===== config.mk =====
export PLATFORM = sky130hd
export DESIGN_NAME = ex_operand_stage
export DESIGN_NICKNAME = d
export VERILOG_FILES = /design/src/rtl/ex_pkg.sv /design/src/rtl/ex_operand_stage_fwd_mux.sv /design/src/rtl/ex_operand_stage.sv
export SDC_FILE = /design/constraint.sdc
export NUM_CORES = 1
export LEC_CHECK = 0
export CAP_MARGIN = 20
export CORE_UTILIZATION = 49
export CTS_BUF_LIST = sky130_fd_sc_hd__clkbuf_4 sky130_fd_sc_hd__clkbuf_8
export DETAILED_ROUTE_END_ITERATION = 6
export PLACE_DENSITY = 0.84
export SKIP_CTS_REPAIR_TIMING = 1
export SLEW_MARGIN = 20
export SYNTH_ARGS = -nofsm -noshare
export SYNTH_HDL_FRONTEND = slang
export SYNTH_SLANG_ARGS = --single-unit

===== constraint.sdc =====
create_clock -name clk -period 2.5 [get_ports clk]
set_clock_uncertainty 0.15 [all_clocks]
set_input_delay 0.5 -clock clk [delete_from_list [all_inputs] [get_ports clk]]
set_output_delay 0.5 -clock clk [all_outputs]
set_load 0.1 [all_outputs]

===== src/rtl/ex_pkg.sv =====
`default_nettype none
// ============================================================================
//  Module      : ex_pkg
//  Description : Shared widths, operand bundle and constants for the EX
//                operand-preparation stage.
//  Revision    : 1.0 - initial release
// ============================================================================
package ex_pkg;

    localparam int EX_WIDTH = 16;
    localparam int EX_RAW   = 4;

    localparam logic [EX_RAW-1:0] REG_ZERO = '0;

    // One slot of the output/skid storage: exactly what the adder consumes.
    typedef struct packed {
        logic [EX_WIDTH-1:0] x;
        logic [EX_WIDTH-1:0] y;
        logic                op;
        logic [EX_RAW-1:0]   dest;
    } operand_t;

endpackage
`default_nettype wire


===== src/rtl/ex_operand_stage_fwd_mux.sv =====
`default_nettype none
// ============================================================================
//  Module      : fwd_mux
//  Description : Per-operand forwarding select; EX/MEM beats MEM/WB and
//                register zero is never forwarded.
//  Revision    : 1.0 - initial release
// ============================================================================
module fwd_mux
    import ex_pkg::*;
#(
    parameter int WIDTH = ex_pkg::EX_WIDTH,
    parameter int RAW   = ex_pkg::EX_RAW
) (
    input  logic [RAW-1:0]   src_addr,
    input  logic [WIDTH-1:0] reg_data,
    input  logic             exmem_we,
    input  logic [RAW-1:0]   exmem_rd,
    input  logic [WIDTH-1:0] exmem_data,
    input  logic             memwb_we,
    input  logic [RAW-1:0]   memwb_rd,
    input  logic [WIDTH-1:0] memwb_data,
    output logic [WIDTH-1:0] fwd_data,
    output logic             fwd_hit
);

    logic w_nonzero;
    logic w_exmem_hit;
    logic w_memwb_hit;

    always_comb begin
        w_nonzero   = (src_addr != REG_ZERO);
        w_exmem_hit = exmem_we && (exmem_rd == src_addr) && w_nonzero;
        w_memwb_hit = memwb_we && (memwb_rd == src_addr) && w_nonzero;
        fwd_hit     = w_exmem_hit || w_memwb_hit;
        if (w_exmem_hit) begin
            fwd_data = exmem_data;
        end else if (w_memwb_hit) begin
            fwd_data = memwb_data;
        end else begin
            fwd_data = reg_data;
        end
    end

endmodule
`default_nettype wire


===== src/rtl/ex_operand_stage.sv =====
`default_nettype none
// ============================================================================
//  Module      : ex_operand_stage
//  Description : Forwarding, Y select and subtract pre-inversion in front of
//                the ripple adder, registered behind a 2-entry skid buffer.
//                Optional macro EX_OPERAND_FWD_CNT_EN adds fwd_cnt output.
//  Revision    : 1.0 - initial release
// ============================================================================
module ex_operand_stage
    import ex_pkg::*;
#(
    parameter int WIDTH = ex_pkg::EX_WIDTH,
    parameter int RAW   = ex_pkg::EX_RAW
) (
    input  logic             clk,
    input  logic             rst_n,
    input  logic             flush,
    input  logic             in_valid,
    output logic             in_ready,
    input  logic [RAW-1:0]   rs_addr,
    input  logic [RAW-1:0]   rt_addr,
    input  logic [WIDTH-1:0] rs_data,
    input  logic [WIDTH-1:0] rt_data,
    input  logic [WIDTH-1:0] imm,
    input  logic             alu_src,
    input  logic             sub,
    input  logic [RAW-1:0]   dest_in,
    input  logic             exmem_we,
    input  logic             memwb_we,
    input  logic [RAW-1:0]   exmem_rd,
    input  logic [RAW-1:0]   memwb_rd,
    input  logic [WIDTH-1:0] exmem_data,
    input  logic [WIDTH-1:0] memwb_data,
    output logic             out_valid,
    input  logic             out_ready,
    output logic [WIDTH-1:0] x_out,
    output logic [WIDTH-1:0] y_out,
    output logic             op_out,
`ifdef EX_OPERAND_FWD_CNT_EN
    output logic [15:0]      fwd_cnt,
`endif
    output logic [RAW-1:0]   dest_out
);

    logic [WIDTH-1:0] w_rs_fwd;
    logic [WIDTH-1:0] w_rt_fwd;
    logic             w_rs_hit;
    logic             w_rt_hit;
    logic [WIDTH-1:0] w_yb;
    logic             w_accept;
    operand_t         w_new;

    operand_t r_prim;
    operand_t r_skid;
    logic     r_prim_valid;
    logic     r_skid_valid;
    logic     r_in_ready;

    operand_t w_prim_nxt;
    operand_t w_skid_nxt;
    logic     w_prim_valid_nxt;
    logic     w_skid_valid_nxt;

    fwd_mux #(.WIDTH(WIDTH), .RAW(RAW)) u_fwd_rs (
        .src_addr   (rs_addr),
        .reg_data   (rs_data),
        .exmem_we   (exmem_we),
        .exmem_rd   (exmem_rd),
        .exmem_data (exmem_data),
        .memwb_we   (memwb_we),
        .memwb_rd   (memwb_rd),
        .memwb_data (memwb_data),
        .fwd_data   (w_rs_fwd),
        .fwd_hit    (w_rs_hit)
    );

    fwd_mux #(.WIDTH(WIDTH), .RAW(RAW)) u_fwd_rt (
        .src_addr   (rt_addr),
        .reg_data   (rt_data),
        .exmem_we   (exmem_we),
        .exmem_rd   (exmem_rd),
        .exmem_data (exmem_data),
        .memwb_we   (memwb_we),
        .memwb_rd   (memwb_rd),
        .memwb_data (memwb_data),
        .fwd_data   (w_rt_fwd),
        .fwd_hit    (w_rt_hit)
    );

    // The adder only uses OP as carry-in, so subtraction needs Y inverted here.
    always_comb begin
        w_accept = in_valid && r_in_ready;
        w_yb     = alu_src ? imm : w_rt_fwd;
        w_new.x    = w_rs_fwd;
        w_new.y    = sub ? ~w_yb : w_yb;
        w_new.op   = sub;
        w_new.dest = dest_in;
    end

    always_comb begin
        w_prim_nxt       = r_prim;
        w_skid_nxt       = r_skid;
        w_prim_valid_nxt = r_prim_valid;
        w_skid_valid_nxt = r_skid_valid;
        if (flush) begin
            w_prim_valid_nxt = 1'b0;
            w_skid_valid_nxt = 1'b0;
        end else if (!r_prim_valid || out_ready) begin
            if (r_skid_valid) begin
                // Oldest entry advances first; a same-cycle accept refills the skid.
                w_prim_nxt       = r_skid;
                w_prim_valid_nxt = 1'b1;
                if (w_accept) begin
                    w_skid_nxt       = w_new;
                    w_skid_valid_nxt = 1'b1;
                end else begin
                    w_skid_valid_nxt = 1'b0;
                end
            end else if (w_accept) begin
                w_prim_nxt       = w_new;
                w_prim_valid_nxt = 1'b1;
            end else begin
                w_prim_valid_nxt = 1'b0;
            end
        end else if (w_accept) begin
            w_skid_nxt       = w_new;
            w_skid_valid_nxt = 1'b1;
        end
    end

    always_ff @(posedge clk) begin
        if (!rst_n) begin
            r_prim       <= '0;
            r_skid       <= '0;
            r_prim_valid <= 1'b0;
            r_skid_valid <= 1'b0;
            r_in_ready   <= 1'b1;
        end else begin
            r_prim       <= w_prim_nxt;
            r_skid       <= w_skid_nxt;
            r_prim_valid <= w_prim_valid_nxt;
            r_skid_valid <= w_skid_valid_nxt;
            r_in_ready   <= ~w_skid_valid_nxt;
        end
    end

`ifdef EX_OPERAND_FWD_CNT_EN
    logic [15:0] r_fwd_cnt;

    always_ff @(posedge clk) begin
        if (!rst_n) begin
            r_fwd_cnt <= '0;
        end else if (w_accept && (w_rs_hit || w_rt_hit) && (r_fwd_cnt != 16'hFFFF)) begin
            r_fwd_cnt <= r_fwd_cnt + 16'd1;
        end
    end

    assign fwd_cnt = r_fwd_cnt;
`else
    logic w_unused_fwd;
    assign w_unused_fwd = w_rs_hit | w_rt_hit;
`endif

    assign in_ready  = r_in_ready;
    assign out_valid = r_prim_valid;
    assign x_out     = r_prim.x;
    assign y_out     = r_prim.y;
    assign op_out    = r_prim.op;
    assign dest_out  = r_prim.dest;

endmodule
`default_nettype wire


# --- Word-level counts from Yosys, hierarchy flattened ---
# Index checks and enable logic that the tools add are counted.
totals:
  register_bits: 77
  in_bits: 109
  out_inout_bits: 39
  word_cells: 54
op_classes:
  n_eq_ne: 5
  muxes: 17
  n_bitwise: 4
  n_reduce_logical: 17
op_table:
  columns: ["operator", "n"]
  rows:
  - ["$mux W37", 5]
  - ["$mux W16", 6]
  - ["$eq A4 B4 Y1", 4]
  - ["$not A16 Y16", 1]
  - ["$logic_and A1 B1 Y1", 9]
  - ["$reduce_bool A4 Y1", 2]
  - ["$mux W1", 6]
  - ["$not A1 Y1", 3]
  - ["$reduce_and A3 Y1", 1]
  - ["$ne A2 B2 Y1 const B", 1]
  - ["$reduce_and A2 Y1", 1]
  - ["$reduce_bool A2 Y1", 1]
  - ["$reduce_or A2 Y1", 1]
  - ["$logic_not A1 Y1", 1]
  - ["$logic_or A1 B1 Y1", 1]

# --- Logic depth before layout (Yosys ltp) ---
# Gate-level depths: netlist of run 1.
depth:
  word_depth: 11
  depth_mapped: 8
  ltp_nobuf: 6

# --- Cells and area by module ---
# Synthesis of run 1 repeated with hierarchy kept, for this count alone.
hier_totals:
  hier_cells: 540
  area_unflattened_um2: 4739.5
modules_own_cells:
  columns: ["module", "instances", "cells_each", "area_each_um2"]
  rows:
  - ["ex_operand_stage", 1, 354, 3485.8]
  - ["fwd_mux", 2, 93, 626.9]

# --- Least setup slack after synthesis of run 1 ---
# Ideal clock, no wire load.
synth_timing:
  path_kind: "reg2reg"
  from: "reg r_prim_valid (netlist: out_valid)"
  to: "reg r_skid[28] (netlist name)"
  setup_ns: 0.058
  arrival_time_ns: 2.382
  required_time_ns: 2.292
  slack_ns: -0.090
  stages_incl_launch_ff: 7
  n_path_buf: 1
  synth_period_minus_slack_ns: 2.590
  cell_sequence: "dfxtp_1 -> nand2b_1 -> a211oi_4 -> nand2_1 -> clkbuf_1 -> a311oi_1 -> a31o_2"
synth_via:
  elab_chain_cells: 4
synth_lines:
  columns: ["item", "line", "source"]
  rows:
  - ["start: declaration", "ex_operand_stage.sv:55", "logic r_prim_valid;"]
  - ["start signal: assignment", "ex_operand_stage.sv:141", "r_prim_valid <= w_prim_valid_nxt;"]
  - ["$logic_not A1 Y1 *", "ex_operand_stage.sv:108", "end else if (!r_prim_valid || out_ready) begin"]
  - ["$logic_or A1 B1 Y1 *", "ex_operand_stage.sv:108", null]
  - ["$ne A2 B2 Y1 (no source line)", null, null]
  - ["$reduce_and A2 Y1 (no source line)", null, null]
  - ["end signal: assignment", "ex_operand_stage.sv:140", "r_skid <= w_skid_nxt;"]
  - ["end: declaration", "ex_operand_stage.sv:54", "operand_t r_skid;"]
# Every way passes the cells marked *; elsewhere a longest branch is shown, timed or not.
# A chain may end at the register's enable or synchronous reset.

# --- Worst setup path after layout of run 1 ---
layout_timing:
  from: "in rt_addr[1]"
  to: "reg r_skid[20] (netlist name)"
layout_via:
  elab_chain_cells: 11
layout_lines:
  columns: ["item", "line", "source"]
  rows:
  - ["start: declaration", "ex_operand_stage.sv:21", "input logic [RAW-1:0] rt_addr,"]
  - ["$eq A4 B4 Y1", "ex_operand_stage_fwd_mux.sv:33", "w_memwb_hit = memwb_we && (memwb_rd == src_addr) && w_nonzero;"]
  - ["$logic_and A1 B1 Y1 (2 in series)", "ex_operand_stage_fwd_mux.sv:33", null]
  - ["$mux W16", "ex_operand_stage_fwd_mux.sv:37", "end else if (w_memwb_hit) begin"]
  - ["$mux W16 *", "ex_operand_stage_fwd_mux.sv:35", "if (w_exmem_hit) begin"]
  - ["$mux W16 *", "ex_operand_stage.sv:93", "w_yb = alu_src ? imm : w_rt_fwd;"]
  - ["$not A16 Y16", "ex_operand_stage.sv:95", "w_new.y = sub ? ~w_yb : w_yb;"]
  - ["$mux W16 *", "ex_operand_stage.sv:95", null]
  - ["$mux W37 *", "ex_operand_stage.sv:113, ex_operand_stage.sv:125", null]
  - ["$mux W37", "ex_operand_stage.sv:109", "if (r_skid_valid) begin"]
  - ["$mux W37 *", "ex_operand_stage.sv:108", null]
# Every way passes the cells marked *; elsewhere a longest branch is shown, timed or not. The select of a mux whose other input is x is not followed.

==> out/metrics.yaml, run 1 <==
core_area_sq_mm: 0.009284
postRouteAntennaNets: 0
ir_drop_v: 0.0003124
insertedDiodeCount: 0
grt_pass1_wl_mm: 25.36
drv_cap: 0
required_ns: 2.57
pwr_density_cell_mw_per_mm2: 506.8
ios: 148
final_area_sq_mm: 0.006738
start_util_pct: 50.86
slew_headroom_pct: 57.68
r2r_cells: 6
cts_buffers: 9
ys_top_cells_by_area: "dfxtp_1 33%, nand2_1 6.8%, a311oi_1 6.3%"
period_share_pct: 96.29
setup_slack_ns: 0.09275
hold_class: "register to register"
dp_hpwl_mm: 11.70
ff_latch_area_sq_mm: 0.001544
first_iter_violations: 357
async_flop_share_pct: 0
multi_input_area_sq_mm: 0.002938
cp.arrival_ns: 2.48
syn-num-nets: 684
place_congestion: 0.9887
place_inst: 844
ys_types: 48
final_common_cell: "clkdlybuf4s50_1"
routedWlPerCell_um: 18.60
hold_path_startpoint: "r_skid[0]$_SDFFE_PN0P_"
antenna_found_initial: 0
synth-edff-count: 0
yosysSeqAreaShare_pct: 32.64
yosys.area.top_type: "dfxtp_1"
whs_ns: 0.3096
reg2reg_slack_ns: 0.60
min_path_cells: 2
wl_mm: 15.99
layout.cells.non_filler: 860
power.total_mw: 3.415
drv_slew: 0
rows: 35
synth_top_area_share_pct: 32.64
grt_pass1_vias: 5183
rsz0062_at_grt: "no"
hold_violations: 0
htree_levels: 3
layout.nets: 835
status: "completed"
grt_use_total_pct: 31.84
vias_per_cell: 6.193
total_leakage_power_nw: 2.507
final_util_pct: 72.57
critical_path_class: "input port to register"
route.vias.total: 5326
rr_startpoint: "out_valid$_SDFFE_PP0N_"
place_ws_ns: -0.2652
syn_inst: 575
crit_path_start_kind: "input port"
clk_pin_slew_ns: 0.09
synthFlopType: "dfxtp_1"
timing.rr.end: "y_out[10]$_SDFFE_PN0P_"
finalCriticalPeriod_ns: 2.407
area_growth_pct: 42.69
endpoint_kind: "register"
finalSetupViolCount: 0
clkSinkCount: 77
drive_gt1_share_pct: 22.44
port_buffers: 147
root_buffer: "clkbuf_8"
worstMarginPinSlew_ns: 0.6348
cts_tree: "built"
fmax_mhz: 415.4
cts_buffer_depth: 2
placed_area_sq_mm: 0.006507
ys_ff_latch: 77
die_area_sq_mm: 0.01003
clk-insertion-delay-late_ns: 0.35
overflow: 0
avgSynthCellArea_sq_um: 8.212
final_cell_mix: "107 x clkdlybuf4s50_1, 85 x nand2_1, 75 x dfxtp_1, 74 x buf_4, 35 x a21oi_1"
post-route-drc-count: 0
yosysWarnings: 0
num-fill-cells: 710
grt_max_degree: 40
die_w_um: 100.2
synth_area_sq_mm: 0.004722
die_h_um: 100.2
worstPathMaxFanout: 4
hold_path_end: "r_skid[0]$_SDFFE_PN0P_"
first_pass_iters: 5
fin_tns_setup_ns: 0
worst max path at each step:
stage / startpoint / to / depth (start not counted)
after CTS: rt_addr[1] / r_skid[20]$_SDFFE_PN0P_ / 8
after global routing: rt_addr[1] / r_skid[20]$_SDFFE_PN0P_ / 8
after global placement: rt_addr[0] / r_skid[20]$_SDFFE_PN0P_ / 8
after floorplan: out_valid$_SDFFE_PP0N_ / r_skid[28]$_SDFFE_PN0P_ / 6
after detailed placement: rt_addr[0] / r_skid[20]$_SDFFE_PN0P_ / 8
final: rt_addr[1] / r_skid[20]$_SDFFE_PN0P_ / 8
routing by layer:
layer / global-route usage [%] / share of wire [%] / vias to the layer above
met5: 1.538 / 0 / -
met1: 40.45 / 39 / 2509
met4: 15.27 / 3.2 / 0
met2: 52.48 / 48 / 326
li1: - / - / 2448
met3: 5.223 / 9.6 / 43
Yosys cell counts (4+ instances only):
library cell  number
a211oi_1           6
a21oi_1           35
a311oi_1          34
a31o_2            16
a31oi_1           16
and2_1             4
and3_1            14
buf_1              4
buf_2             14
buf_6              4
clkbuf_1          28
dfxtp_1           77
inv_1              5
mux2i_1            7
nand2_1           85
nand2b_1          14
nand3_1            8
nand3_2           10
nor2_1            26
nor3_1            20
o2111ai_1         14
o21ai_0            8
o21ai_1           10
o221a_2           16
o22ai_1           15
or3_1             15
xnor2_1           29
xor2_1            15
final cells by class:
| type | count | share of cell area, % |
|---|---|---|
| sequential | 77 | 22.92 |
| inverter | 5 | 0.2786 |
| clock inverter | 7 | 1.188 |
| timing repair buffer | 194 | 27.78 |
| multi-input combinational | 439 | 43.60 |
| tap | 129 | 2.396 |
| clock buffer | 9 | 1.838 |
worst max-delay path: stages:
cell and delay, ns:
clkdlybuf4s50_1 0.48, or3_1 0.42, a21oi_4 0.17, buf_4 0.15, nor3_1 0.06, a311oi_2 0.28
mux2i_1 0.26, o311ai_1 0.14
power by group:
part           switching [mW]  internal, mW
registers              0.0332          1.28
clock network           0.519         0.477
logic                   0.682         0.425
total                    1.23          2.18
cell families (layout without fill, tap and decap cells):
group | count (synthesis) | count (layout) | share of synthesized area [%]
DFF | 77 | 77 | 32.64
buffers and inverters | 59 | 215 | 6.174
muxes | 7 | 7 | 1.484
xor gates and xnor gates | 45 | 45 | 8.506
AOI/OAI and AO/OA | 181 | 181 | 29.09
and+or+nand+nor | 206 | 206 | 22.10
state kept, by name, indices dropped and copies added (netlist names):
name and cells:
r_skid 37, in_ready 1, r_skid_valid 1, x_out 16
dest_out 4, op_out 1, out_valid 1, y_out 16
No activity file was read; power rests on OpenSTA's default activity.
==> run 2: changes to the inputs <==
--- a/config.mk
+++ b/config.mk
@@ -11,7 +11,7 @@
 export DETAILED_ROUTE_END_ITERATION = 6
 export PLACE_DENSITY = 0.84
 export SKIP_CTS_REPAIR_TIMING = 1
-export SLEW_MARGIN = 20
+export SLEW_MARGIN = 40
 export SYNTH_ARGS = -nofsm -noshare
 export SYNTH_HDL_FRONTEND = slang
 export SYNTH_SLANG_ARGS = --single-unit
==> results of run 2 <==
Final layout, timing and power as in run 1 (identical DEF).
